## src/rtl/arrow_hit_judge.sv

```systemverilog
// rtl/arrow_hit_judge.sv - two-player arrow response judge (optional combo counter: ARROW_HIT_COMBO_EN)

module arrow_hit_chan #(
  parameter int WINDOW_CYCLES  = 12500000,
  parameter int PERFECT_CYCLES = 5000000,
  parameter int CNT_W          = 25
) (
  input  logic       clk_i,
  input  logic       rst_ni,
  input  logic       active_i,
  input  logic       spawn_i,
  input  logic [3:0] nibble_i,
  input  logic [3:0] keys_i,
  output logic       perfect_o,
  output logic       good_o,
  output logic       miss_o,
  output logic       armed_o,
  output logic [6:0] combo_o
);

  typedef enum logic {S_IDLE, S_ARMED} state_t;

  localparam logic [CNT_W-1:0] LAST_CNT = CNT_W'(WINDOW_CYCLES - 1);
  localparam logic [CNT_W-1:0] PERF_CNT = CNT_W'(PERFECT_CYCLES);

  state_t           state_q, state_d;
  logic [CNT_W-1:0] cnt_q, cnt_d;
  logic [3:0]       target_q, target_d;
  logic             seen_q, seen_d;
  logic             perfect_q, perfect_d;
  logic             good_q, good_d;
  logic             miss_q, miss_d;
  logic [3:0]       sync1_q, keys_s_q, keys_prev_q;
  logic [3:0]       key_edge;
  logic             wrong, match, decided;

  assign key_edge = keys_s_q & ~keys_prev_q;
  assign wrong    = |(key_edge & ~target_q);
  assign match    = (keys_s_q == target_q) && (seen_q || |(key_edge & target_q));

  always_comb begin
    state_d   = state_q;
    cnt_d     = cnt_q;
    target_d  = target_q;
    seen_d    = seen_q;
    perfect_d = 1'b0;
    good_d    = 1'b0;
    miss_d    = 1'b0;
    decided   = 1'b0;
    if (!active_i) begin
      state_d = S_IDLE;
      cnt_d   = '0;
      seen_d  = 1'b0;
    end else begin
      if (state_q == S_ARMED) begin
        if (wrong) begin
          miss_d  = 1'b1;
          state_d = S_IDLE;
          decided = 1'b1;
        end else if (match) begin
          if (cnt_q < PERF_CNT) perfect_d = 1'b1;
          else                  good_d    = 1'b1;
          state_d = S_IDLE;
          decided = 1'b1;
        end else if (cnt_q == LAST_CNT) begin
          miss_d  = 1'b1;
          state_d = S_IDLE;
          decided = 1'b1;
        end else begin
          cnt_d  = cnt_q + CNT_W'(1);
          seen_d = seen_q | (|(key_edge & target_q));
        end
        // A new spawn retires an unresolved arrow as a miss.
        if (spawn_i && !decided) miss_d = 1'b1;
      end
      if (spawn_i) begin
        if (nibble_i != 4'd0) begin
          state_d  = S_ARMED;
          target_d = nibble_i;
          cnt_d    = '0;
          seen_d   = 1'b0;
        end else begin
          state_d = S_IDLE;
        end
      end
    end
  end

  always_ff @(posedge clk_i or negedge rst_ni) begin
    if (!rst_ni) begin
      state_q     <= S_IDLE;
      cnt_q       <= '0;
      target_q    <= '0;
      seen_q      <= 1'b0;
      perfect_q   <= 1'b0;
      good_q      <= 1'b0;
      miss_q      <= 1'b0;
      sync1_q     <= '0;
      keys_s_q    <= '0;
      keys_prev_q <= '0;
    end else begin
      state_q     <= state_d;
      cnt_q       <= cnt_d;
      target_q    <= target_d;
      seen_q      <= seen_d;
      perfect_q   <= perfect_d;
      good_q      <= good_d;
      miss_q      <= miss_d;
      sync1_q     <= keys_i;
      keys_s_q    <= sync1_q;
      keys_prev_q <= keys_s_q;
    end
  end

  assign perfect_o = perfect_q;
  assign good_o    = good_q;
  assign miss_o    = miss_q;
  assign armed_o   = (state_q == S_ARMED);

`ifdef ARROW_HIT_COMBO_EN
  logic [6:0] combo_q, combo_d;

  always_comb begin
    combo_d = combo_q;
    if (active_i) begin
      if (miss_q)                                        combo_d = 7'd0;
      else if ((perfect_q || good_q) && combo_q < 7'd99) combo_d = combo_q + 7'd1;
    end
  end

  always_ff @(posedge clk_i or negedge rst_ni) begin
    if (!rst_ni) combo_q <= 7'd0;
    else         combo_q <= combo_d;
  end

  assign combo_o = combo_q;
`else
  assign combo_o = 7'd0;
`endif

endmodule

module arrow_hit_judge #(
  parameter int WINDOW_CYCLES  = 12500000,
  parameter int PERFECT_CYCLES = 5000000,
  parameter int CNT_W          = 25
) (
  input  logic       CLOCK_50,
  input  logic       resetn,
  input  logic       game_active,
  input  logic [7:0] pattern_out,
  input  logic       pattern_valid,
  input  logic [3:0] player_a_keys,
  input  logic [3:0] player_b_keys,
  output logic       perfect_hit_a,
  output logic       perfect_hit_b,
  output logic       good_hit_a,
  output logic       good_hit_b,
  output logic       miss_a,
  output logic       miss_b,
  output logic       armed_a,
  output logic       armed_b,
  output logic [6:0] combo_a,
  output logic [6:0] combo_b
);

  arrow_hit_chan #(
    .WINDOW_CYCLES(WINDOW_CYCLES), .PERFECT_CYCLES(PERFECT_CYCLES), .CNT_W(CNT_W)
  ) u_chan_a (
    .clk_i(CLOCK_50), .rst_ni(resetn), .active_i(game_active), .spawn_i(pattern_valid),
    .nibble_i(pattern_out[7:4]), .keys_i(player_a_keys),
    .perfect_o(perfect_hit_a), .good_o(good_hit_a), .miss_o(miss_a),
    .armed_o(armed_a), .combo_o(combo_a)
  );

  arrow_hit_chan #(
    .WINDOW_CYCLES(WINDOW_CYCLES), .PERFECT_CYCLES(PERFECT_CYCLES), .CNT_W(CNT_W)
  ) u_chan_b (
    .clk_i(CLOCK_50), .rst_ni(resetn), .active_i(game_active), .spawn_i(pattern_valid),
    .nibble_i(pattern_out[3:0]), .keys_i(player_b_keys),
    .perfect_o(perfect_hit_b), .good_o(good_hit_b), .miss_o(miss_b),
    .armed_o(armed_b), .combo_o(combo_b)
  );

endmodule

```

## config.mk

```make
export PLATFORM = sky130hd
export DESIGN_NAME = arrow_hit_judge
export DESIGN_NICKNAME = d
export VERILOG_FILES = /design/src/rtl/arrow_hit_judge.sv
export SDC_FILE = /design/constraint.sdc
export NUM_CORES = 1
export LEC_CHECK = 0
export BUFFER_PORTS_ARGS = -buffer_cell sky130_fd_sc_hd__buf_2
export CAP_MARGIN = 20
export CORE_MARGIN = 1.5
export CORE_UTILIZATION = 55
export DETAILED_ROUTE_END_ITERATION = 16
export PLACE_DENSITY = 0.77
export SLEW_MARGIN = 20
export SYNTH_ARGS = -nofsm -noshare
export SYNTH_HDL_FRONTEND = slang
export SYNTH_SLANG_ARGS = --single-unit
```

## constraint.sdc

```tcl
create_clock -name CLOCK_50 -period 2.9 [get_ports CLOCK_50]
set_input_delay 0.58 -clock CLOCK_50 [delete_from_list [all_inputs] [get_ports CLOCK_50]]
set_output_delay 0.58 -clock CLOCK_50 [all_outputs]
set_load 0.05 [all_outputs]
```

==> impl_results.md <==
- Detailed Routing Iterations Pass 1: 4
- # hold bufs at CTS: 0
- First-pass GRT wire length: around 15000 µm
- Fin worst setup slack: 0.4271 ns
- Syn Inst Count: about 450
- WP buf/inv: 0
- Number of global-route vias before repair: between 3000 and 4000
- Final Setup Violations: 0
- Crit-path leading delay family: compound AO/OA/AOI/OAI gates
- Slew margin rel.: 0.3248
- PwrDens: 518.7 mW/mm²
- Postcts setup bufs: 0
- Post-route ant nets: 0
- Placement Setup Slack: 0.4540 ns
- Total Routing Usage GR: 0.2219
- Clk Latency, worst-skew pair: 0.36 ns
- Post-placement cell count: about 570
- Setup TNS: 0 ns
- Final Max Tran Viols: 0
- Slowest stage delay, CP: 0.88 ns
- Die span in y: approximately 94 µm
- Max frequency: ~0.40 GHz
- Critical Path RT: roughly 3.1 ns
- Synth-to-Final Area Change: 9.091%
- Overall Power: about 2.6 mW
- Critical Path AT: around 2.7 ns
- Avg WL per Cell: about 15 µm
- Share of Yosys cell area claimed by the top area cell type: 0.5023
- Vias/cell: slightly below 6
- Post-synthesis sequential area ratio: 0.5023
- Setup crit end kind: flop
- Final cell count without fillers: about 590
- Largest net degree at the start of global routing: 93
- Mean cell area of the mapped netlist: slightly above 10 µm²
- Overflow after GRT: 0
- Final worst-path cycle share: 0.8527
- Cts bufs inserted: 9
- Post-CTS sizing: 0
- Hold Crit Class: in -> async
- Most frequent cells after synthesis: dfrtp_1, nor2_1, nand2_1
- Drt first-iter violations: 240
- DRC viols: 0
- Final Hold Vio Count: 0
- Ys async rst share: 1.000
- Die span in x: approximately 94 µm
- Nets: 499
- VDD IR max: 0.3374 mV
- Max Cap Viol: 0
- Final GP Congestion: about 0.89
- # H-tree levels: 3
- Worst path cell trace: xor2_1, nor4_1, o41a_1, nand4_1, nor4_1
- Slowest CP cell: o41a_1
- Leading registers by flop count: u_chan_a.cnt_q (25), u_chan_b.cnt_q (25)
- Leading area contributor after synthesis: dfrtp_1
- Initial antenna violation count: 0
- Synthesis Warnings: 0
- Main synth FF type: dfrtp_1
- Clock-pin slew on the worst setup and hold paths: approximately 0.090 ns
- Seq cells post-synth: 92
- Core footprint: a little over 0.008 mm²
- Row count: 33
- Port buffer count: 27
- Critical path class: reg -> reg
- Highest net fanout along the worst path: 25
- Most numerous cell in the Yosys netlist: dfrtp_1
- Setup Skew: roughly 0.0096 ns
- Starting density of the core: 0.5635
- Deepest clock path buffer count: 2
- Least-Margin Pin Slew: 1.013 ns
- Top cells by area, synth: dfrtp_1, xor2_1, nor2_1
- CP most frequent cell: nor4_1
- Startpoint Class: flop
- Detailed Route WL: between 8000 and 9000 µm
- Status: finished clean
- Ports: 42
- Share of layout cells above drive strength 1: 0.1393
- Netlist cell types: between 50 and 60
- RSZ-0062 raised after global routing: false
- Die area: between 0.008 and 0.009 mm²
- Leakage: around 2.1 nW
- Post-DP HPWL: 6015 µm
- CTS Sinks: slightly above 90
- Mapped Area: around 0.0046 mm²
- CTS Root Cell: clkbuf_8
- CTS tree: done
- Post-synth EDFFs: 0
- Final min period: between 2 and 2.5 ns
- N_diodes: 0
- DR vias: between 3000 and 4000
[cells by family (layout without fill, tap and decap cells)]
logic type,Yosys count,after routing,synth area share
AO/OA/AOI/OAI,32,32,0.05132
XOR/XNOR,48,48,0.09173
adder cells (fa/ha/maj),2,2,0.005459
buffers and inverters,35,54,0.04395
flip-flops,92,92,0.5023
multiplexers,11,11,0.02621
other,1,14,0.0008182
AND/OR/NAND/NOR,228,228,0.2782
[report_power, final]
group / switching, mW / internal (mW)
combinational: 0.194 / 0.0857
sequential: 0.0390 / 1.32
clock: 0.461 / 0.491
[worst paths after layout]
check / end / startpoint / depth (start not counted) / slack (ns)
setup / recovery: u_chan_b.perfect_o / u_chan_b.target_q[3] / 5 / 0.43
hold / removal: u_chan_b.cnt_q[15] / resetn / 2 / 0.25
setup reg to reg: u_chan_b.perfect_o / u_chan_b.target_q[3] / 5 / 0.43
hold reg to reg: u_chan_a.keys_s_q[2] / u_chan_a.sync1_q[2] / 0 / 0.36
max in group asynchronous: u_chan_b.sync1_q[0] / resetn / 2 / 2.28
min in group CLOCK_50: u_chan_a.sync1_q[0] / player_a_keys[0] / 1 / 0.32
[layout make-up]
class,count,area (µm²)
Timing Repair Buffer,33,195.2
Tap cell,105,131.4
Clock inverter,6,96.34
Inverter,6,22.52
Clock buffer,9,123.9
Multi-Input combinational cell,335,2128
Sequential cell,92,2302
Fill cell,675,3134
[layout by cell type, fill, tap and decap left out, drive strengths merged, types with 9 or more instances in the layout]
cell type   n
nor3b      11
nor2       52
buf        33
nor3       19
conb       14
clkbuf      9
xor2       26
nand4      17
nand2      30
dfrtp      92
nor4       20
and2        9
nand3      30
and3       10
xnor2      22
[through the flow]
stage / hold WS [ns] / instance area (µm²) / util
floorplan: 0.2844 / 4632 / -
detailed placement: 0.3355 / 4780 / 0.5876
global placement: 0.3329 / 4780 / 0.5876
finish: 0.2454 / 5000 / 0.6147
global route: 0.2880 / 5000 / 0.6147
CTS: 0.2680 / 5000 / 0.6147
[metal layers]
| metal | track usage | share of wire | vias to the layer above |
|---|---|---|---|
| met5 | 0 | 0 | - |
| met4 | 0.06965 | 0.013 | 0 |
| met3 | 0.04854 | 0.044 | 12 |
| met2 | 0.3423 | 0.47 | 88 |
| met1 | 0.3127 | 0.48 | 1672 |
| li1 | - | - | 1623 |
No activity file was read; power rests on OpenSTA's default activity.
